`config.mk`:
```
export PLATFORM = sky130hd
export DESIGN_NAME = poly_ram_arbiter
export DESIGN_NICKNAME = d
export VERILOG_FILES = /design/src/rtl/poly_ram_pkg.sv /design/src/rtl/poly_ram_arbiter_rr_arb2.sv /design/src/rtl/poly_ram_arbiter.sv
export SDC_FILE = /design/constraint.sdc
export NUM_CORES = 1
export LEC_CHECK = 0
export ABC_AREA = 1
export CORE_AREA = 2 2 59 61
export DETAILED_ROUTE_END_ITERATION = 16
export DIE_AREA = 0 0 61 63
export PLACE_DENSITY_LB_ADDON = 0.2
export SKIP_LAST_GASP = 1
export SYNTH_ARGS = -nofsm -noshare
export SYNTH_HDL_FRONTEND = slang
export SYNTH_SLANG_ARGS = --single-unit
```
`constraint.sdc`:
```
create_clock -name clk -period 2.81 [get_ports clk]
set_input_delay 0.7025 -clock clk [delete_from_list [all_inputs] [get_ports clk]]
set_output_delay 0.7025 -clock clk [all_outputs]
set_load 0.02 [all_outputs]
```
`src/rtl/poly_ram_pkg.sv`:
```
// Shared types and constants for the coefficient RAM arbiter.
package poly_ram_pkg;

  localparam int ADDR_W  = 7;
  localparam int DATA_W  = 16;
  localparam int KYBER_Q = 3329;
  localparam int N_REQ   = 2;

  // One requester's access as seen by the RAM.
  typedef struct packed {
    logic              we;
    logic              lock;
    logic [ADDR_W-1:0] addr;
    logic [DATA_W-1:0] wdata;
  } ram_req_t;

endpackage

```
`src/rtl/poly_ram_arbiter_rr_arb2.sv`:
```
// Two-way round-robin grant logic with the last-grant register.
// With POLY_ARB_LOCK_EN defined, a beat carrying lock=1 pins the grant
// to its port until that port issues a beat with lock=0.
module rr_arb2 (
  input  logic       clk,
  input  logic       rst,
  input  logic [1:0] valid,
  input  logic [1:0] lock,
  output logic [1:0] gnt
);

  logic       last_grant;
  logic [1:0] rr_gnt;
  logic       gidx;

  assign gidx = gnt[1];

  // Plain alternation: a tie goes to the port that was not granted last.
  always_comb begin
    rr_gnt = 2'b00;
    case (valid)
      2'b01:   rr_gnt = 2'b01;
      2'b10:   rr_gnt = 2'b10;
      2'b11:   rr_gnt = last_grant ? 2'b01 : 2'b10;
      default: rr_gnt = 2'b00;
    endcase
  end

`ifdef POLY_ARB_LOCK_EN
  logic lock_act;
  logic lock_owner;

  // While locked only the owner may be granted, idle or not.
  always_comb begin
    gnt = 2'b00;
    if (!rst) begin
      if (lock_act) gnt[lock_owner] = valid[lock_owner];
      else          gnt = rr_gnt;
    end
  end

  // Lock state follows the lock flag of every accepted beat.
  always_ff @(posedge clk) begin
    if (rst) begin
      lock_act   <= 1'b0;
      lock_owner <= 1'b0;
    end else if (|gnt) begin
      lock_act   <= lock[gidx];
      lock_owner <= gidx;
    end
  end
`else
  logic unused_lock;
  assign unused_lock = ^lock;

  // No lock: grant straight from the round-robin choice.
  always_comb begin
    gnt = 2'b00;
    if (!rst) gnt = rr_gnt;
  end
`endif

  // Remember the winner; reset favours port 0 on the first tie.
  always_ff @(posedge clk) begin
    if (rst)        last_grant <= 1'b1;
    else if (|gnt)  last_grant <= gidx;
  end

endmodule

```
`src/rtl/poly_ram_arbiter.sv`:
```
// Round-robin arbiter in front of the single-port no-change coefficient RAM.
// Port 0: coefficient load/store engine. Port 1: poly-mult/NTT engine.
// Optional burst lock enabled by defining POLY_ARB_LOCK_EN.
module poly_ram_arbiter
  import poly_ram_pkg::*;
#(
  parameter int ADDR_W = poly_ram_pkg::ADDR_W,
  parameter int DATA_W = poly_ram_pkg::DATA_W
) (
  input  logic                           clk,
  input  logic                           rst,
  input  logic [N_REQ-1:0]               req_valid,
  output logic [N_REQ-1:0]               req_ready,
  input  logic [N_REQ-1:0]               req_we,
  input  logic [N_REQ-1:0]               req_lock,
  input  logic [N_REQ-1:0][ADDR_W-1:0]   req_addr,
  input  logic [N_REQ-1:0][DATA_W-1:0]   req_wdata,
  output logic [N_REQ-1:0]               rsp_valid,
  output logic [DATA_W-1:0]              rsp_rdata,
  output logic                           ram_en,
  output logic                           ram_we,
  output logic [ADDR_W-1:0]              ram_addr,
  output logic [DATA_W-1:0]              ram_di,
  input  logic [DATA_W-1:0]              ram_dout
);

  logic [1:0] gnt;
  logic       gidx;
  logic       beat;
  logic       rd_pend;
  logic       rd_tag;

  rr_arb2 u_arb (
    .clk   (clk),
    .rst   (rst),
    .valid (req_valid),
    .lock  (req_lock),
    .gnt   (gnt)
  );

  assign gidx      = gnt[1];
  assign beat      = |gnt;
  assign req_ready = gnt;

  // Route the granted request onto the RAM port; idle drives zeros.
  always_comb begin
    ram_en   = 1'b0;
    ram_we   = 1'b0;
    ram_addr = '0;
    ram_di   = '0;
    if (beat) begin
      ram_en   = 1'b1;
      ram_we   = req_we[gidx];
      ram_addr = req_addr[gidx];
      ram_di   = req_wdata[gidx];
    end
  end

  // Track the read in flight; a write leaves ram_dout stale, so it clears rd_pend.
  always_ff @(posedge clk) begin
    if (rst) begin
      rd_pend <= 1'b0;
      rd_tag  <= 1'b0;
    end else begin
      rd_pend <= beat & ~req_we[gidx];
      if (beat & ~req_we[gidx]) rd_tag <= gidx;
    end
  end

  // A read issued just before reset is dropped rather than delivered during reset.
  assign rsp_valid = {rd_pend & ~rst & rd_tag, rd_pend & ~rst & ~rd_tag};
  assign rsp_rdata = ram_dout;

endmodule

```
=== Yosys cells after proc, flatten, opt, wreduce, memory -nomap -nowiden ===
Index checks and enable logic that the tools add are counted.

* Bitwise operators: 7
* Multiplexer cells: 13
* Equality and inequality tests: 3
* $lt $le $gt $ge: 1
* Reduce and logical (&&, ||, !) cells: 1

{| class="wikitable"
|+ Operators with widths
! cell !! count
|-
| 16-bit two-way mux || 3
|-
| 7-bit two-way mux || 3
|-
| 2-bit one-hot mux with 3 select lines || 1
|-
| 1-bit bitwise AND || 4
|-
| 2-bit equality test (second input constant) || 2
|-
| 1-bit two-way mux || 4
|-
| 2-bit two-way mux || 2
|-
| 1-bit NOT || 3
|-
| 2-bit by 1-bit equality test with 1-bit output (second input constant) || 1
|-
| 1-bit by 2-bit < comparator with 1-bit output (second input constant) || 1
|-
| 2-bit OR reduction || 1
|}

* Logic and storage cells: 28
* Register bits after elaboration: 3

=== Logic depth before layout (Yosys ltp) ===
Gate-level depths: netlist (run 1).

* Word-level depth: 7
* Mapped depth: 6
* Gate-level depth less buffers: 6

=== By module ===
A second synthesis (run 1) with hierarchy kept.

* Cell total of the unflattened synthesis: 134
* Area total of the unflattened synthesis: 679.4 um2

{| class="wikitable"
|+ By module, submodules not included
! module !! area an instance (um2) !! times used !! cells each
|-
| poly_ram_arbiter || 608.1 || 1 || 121
|-
| rr_arb2 || 71.3 || 1 || 13
|}

=== Worst setup path before layout (run 1) ===
OpenSTA, ideal clock, no wires.

* Path kind: input to output
* Start: input port req_valid[0]
* End: output port ram_addr[0]
* Buffers on the path: 1
* Stages: 6
* Setup slack: 628 ps
* Data arrival time: 1479 ps
* Data required time: 2108 ps
* Cell sequence: nand2_1 -> nand3_4 -> inv_4 -> buf_12 -> nand2_2 -> a21oi_2

* Cells in the longest elaborated chain, start to end: 6
* Elaborated cells between the ends (all ways): 9
* Those cells by class: eq/ne: 3; mux: 5; reduce/logical: 1

{| class="wikitable"
|+ Ends and longest elaborated chain
! item !! line !! text
|-
| from (decl) || poly_ram_arbiter.sv:12 || <nowiki>input logic [N_REQ-1:0] req_valid,</nowiki>
|-
| 2-bit equality test or 2-bit by 1-bit equality test with 1-bit output (tied branches) || poly_ram_arbiter_rr_arb2.sv:21 || <nowiki>case (valid)</nowiki>
|-
| 2-bit one-hot mux with 3 select lines * || poly_ram_arbiter_rr_arb2.sv:21 ||
|-
| 2-bit two-way mux * || poly_ram_arbiter_rr_arb2.sv:59 || <nowiki>if (!rst) gnt = rr_gnt;</nowiki>
|-
| via req_ready[1] || poly_ram_arbiter.sv:13 || <nowiki>output logic [N_REQ-1:0] req_ready,</nowiki>
|-
| 7-bit two-way mux (not written as such) (2 in series) || poly_ram_arbiter.sv:54 || <nowiki>ram_addr = req_addr[gidx];</nowiki>
|-
| 7-bit two-way mux * || poly_ram_arbiter.sv:51 || <nowiki>if (beat) begin</nowiki>
|-
| to (decl) || poly_ram_arbiter.sv:22 || <nowiki>output logic [ADDR_W-1:0] ram_addr,</nowiki>
|}

Mark *: on every way through the listed nets, which the timed path passes. The rest lies on a longest branch. The select of a mux whose other input is x is not followed.

=== Final worst setup path (run 1) ===
* Start: input port rst
* End: output port ram_di[1]

* Cells in the longest elaborated chain, start to end: 4
* Elaborated cells between the ends (all ways): 5
* Those cells by class: mux: 4; reduce/logical: 1

{| class="wikitable"
|+ Ends and longest elaborated chain
! item !! line !! text
|-
| from (decl) || poly_ram_arbiter.sv:11 || <nowiki>input logic rst,</nowiki>
|-
| 2-bit two-way mux * || poly_ram_arbiter_rr_arb2.sv:59 ||
|-
| 16-bit two-way mux (not written as such) (2 in series) || poly_ram_arbiter.sv:55 || <nowiki>ram_di = req_wdata[gidx];</nowiki>
|-
| 16-bit two-way mux * || poly_ram_arbiter.sv:51 ||
|-
| to (decl) || poly_ram_arbiter.sv:23 || <nowiki>output logic [DATA_W-1:0] ram_di,</nowiki>
|}

Every way passes the cells marked *; elsewhere a longest branch is shown, timed or not. The select of a mux whose other input is x is not followed.

==> results of run 1 <==
==> layer usage <==
layer / up-vias / part of all wire / track usage
li1: 506 / - / -
met1: 429 / 0.35 / 0.122
met2: 55 / 0.54 / 0.269
met3: 4 / 0.10 / 0.0352
met4: 0 / 0.0060 / 0.0462
met5: - / 0 / 0
==> Yosys cell counts (all sizes together) <==
cell type and number:
nand2 53, a21oi 25, buf 22, inv 7, dfxtp 3, nand3 2, nor3 2, nand4 1
nor2 1, o211ai 1, or2 1
==> per-stage QoR <==
| stage | hold slack (ps) | instance area (um2) | instances | TNS (ps) |
|---|---|---|---|---|
| 6_report | 522 | 1510 | 238 | 0 |
| 5_1_grt | 562 | 1510 | 238 | 0 |
| 4_1_cts | 515 | 1630 | 238 | -69.3 |
| 3_5_place_dp | 505 | 1580 | 234 | -7770 |
| 3_3_place_gp | 498 | 1580 | 234 | -7360 |
| 2_1_floorplan | 487 | 792 | 118 | 0 |
==> kinds of logic (layout without fill, tap and decap cells) <==
group	after synthesis	in the layout	synth area share
AOI/OAI and AO/OA	26	26	0.262
DFF	3	3	0.0758
and+or+nand+nor	60	60	0.376
buffers and inverters	29	103	0.286
==> repair_timing <==
item                                    4_1_cts  5_1_grt
gates resized for setup                      70       32
cloned                                        0        0
endpoints found under the setup margin       26       27
==> sequential cells by signal, indices dropped and copies added, names as in the netlist <==
| signal | flops |
|---|---|
| rd_tag | 1 |
| rd_pend | 1 |
| u_arb.last_grant | 1 |
==> cell type report <==
| cell class | count | area, um2 | area share |
|---|---|---|---|
| inverters | 7 | 28.8 | 0.0191 |
| flip-flops and latches | 3 | 60.1 | 0.0398 |
| well taps | 46 | 57.6 | 0.0381 |
| multi-input cells | 86 | 508 | 0.336 |
| repair buffers | 92 | 830 | 0.549 |
| clock buffers | 4 | 26.3 | 0.0174 |
==> worst max-delay path, cell delays in order <==
cell,delay (ps)
sky130_fd_sc_hd__clkdlybuf4s50_1,430
sky130_fd_sc_hd__inv_2,120
sky130_fd_sc_hd__nand2_1,90
sky130_fd_sc_hd__nand2_2,90
sky130_fd_sc_hd__inv_2,50
sky130_fd_sc_hd__buf_12,160
sky130_fd_sc_hd__a21oi_2,100
sky130_fd_sc_hd__clkdlybuf4s15_2,270
==> worst paths after layout <==
path,startpoint,to,depth (start not counted)
worst min register to register,u_arb.last_grant,u_arb.last_grant,2
worst max register to register,u_arb.last_grant,rd_tag,8
worst min-delay path,u_arb.last_grant,u_arb.last_grant,2
worst max-delay path,rst,ram_di[1],8
==> where the power goes <==
group          switching, W  internal, W  leakage (nW)  total [W]
logic              0.000120     0.000130         0.690   0.000250
clock network     0.0000211    0.0000531        0.0150  0.0000742
registers        0.00000140    0.0000463        0.0249  0.0000477
==> metrics.md, run 1 <==
| Metric | Value |
|---|---|
| Outcome | `finished clean` |
| I/O Buffers | `80` |
| Number of global-route vias before repair | `between 900 and 1,000` |
| Power per unit of standard cell area | `around 250 nW/um2` |
| Max-slew violation total from the final report | `0` |
| Antenna violations before repair | `0` |
| Highest fanout seen on the critical path | `20` |
| First-pass GRT wire length | `around 4.0 mm` |
| Starting Density | `0.245` |
| Gate Count Post-Synth | `between 100 and 150` |
| Routability Congestion | `0.746` |
| Total of max-cap violations | `0` |
| Total CTS buffers | `3` |
| Area of the mapped netlist | `792 um2` |
| Transition time of the tightest slew-check pin | `234 ps` |
| Fraction of final layout cells with drive strength greater than 1 | `0.443` |
| Hold buffer count at cts | `0` |
| Root cell of the clock tree | `sky130_fd_sc_hd__clkbuf_4` |
| Number of vias per cell after detailed routing | `roughly 4.2` |
| Final Hold Vio Count | `0` |
| Number of post-CTS setup repair buffers | `0` |
| GRT Resource Usage Total | `0.135` |
| Total power of the final layout | `about 0.00037 W` |
| CTS tree | `done` |
| Routed wire length | `between 2 and 3 mm` |
| Reg-to-reg slack, setup | `approximately 1700 ps` |
| Worst slew margin relative to its limit | `0.844` |
| Average wire per standard cell | `11.2 um` |
| Leakage power of the design | `0.730 nW` |
| Residual antenna-violating net count after detailed routing | `0` |
| Number of rows in the core area | `21` |
| Largest net degree at the start of global routing | `21` |
| Worst setup timing slack at the placement stage | `-336 ps` |
| Min Clock Period, post-route | `roughly 2700 ps` |
| Peak supply drop | `~0.22 mV` |
| Overall overflow remaining after global route | `0` |
| Fraction of synthesized cell area taken by the top area cell type | `0.221` |
| DR vias | `between 900 and 1,000` |
| Required arrival time at the worst endpoint | `around 2100 ps` |
| Sinks on Clock Net | `3` |
| Category of the critical setup timing path | `input port to primary output` |
| Nets in the synthesized netlist | `around 190` |
| Die Area | `between 3000 and 4000 um2` |
| Clock Skew | `0.857 ps` |
| Net count of the finished layout | `roughly 260` |
| Fraction of the yosys area taken by sequential cells | `0.0758` |
| Floorplan core area | `3230 um2` |
| Endpoints failing setup | `0` |
| Die outline width | `between 60 and 70 um` |
| Residual DRC count | `0` |
| Max frequency | `~370 MHz` |
| Mean area per synthesized cell | `about 6.7 um2` |
| Synth area leader | `sky130_fd_sc_hd__a21oi_2` |
| Smallest setup slack after layout | `102 ps` |
| Critical Path Start Type | `input port` |
| Warning count from the yosys run | `0` |
| HPWL after detailed placement | `roughly 2.2 mm` |
| Fraction of the cycle the final worst path needs | `0.964` |
| Hold WC Path Type | `flip-flop to flip-flop` |
| 1st-iter DRT viols | `39` |
| Setup repair after global routing missed its margin | `no` |
| Number of distinct standard cells referenced by the synthesized netlist | `18` |
| Reg clk slew, reported paths | `~30 ps` |
| Final core utilization | `0.467` |
| I/O Pins | `about 120` |
| Most frequent standard cell in the layout excluding fill and tap cells | `sky130_fd_sc_hd__clkdlybuf4s50_1` |
| Data arrival time of the worst path | `roughly 2000 ps` |
| Fill cells | `353` |
| Commonest non-fill, non-tap cells in the layout | `sky130_fd_sc_hd__clkdlybuf4s50_1, sky130_fd_sc_hd__nand2_1, sky130_fd_sc_hd__nand2_2, sky130_fd_sc_hd__buf_2, sky130_fd_sc_hd__a21oi_2` |
| Worst-Skew Late Latency | `around 230 ps` |
| Die Span Y | `~63 um` |
| Ant. Diodes | `0` |
| Max Root-Sink Buffers | `2` |
| Layout-stage area growth over the synthesis result | `90.7%` |
| Crit end category | `primary output` |
| Count of state elements after synthesis | `3` |
| H-Tree Level Count | `1` |
| First-pass iteration count of the detailed router | `4` |
| Top post-synthesis cells by area | `sky130_fd_sc_hd__a21oi_2, sky130_fd_sc_hd__buf_4, sky130_fd_sc_hd__nand2_2` |
Note: power is estimated with default switching activity, not from simulation.
==> inputs of run 2 (changes only) <==
Settings changed: HOLD_SLACK_MARGIN set to 0.1.
==> results of run 2 <==
Same layout as run 1: the final DEF is identical, and so are final timing and power.
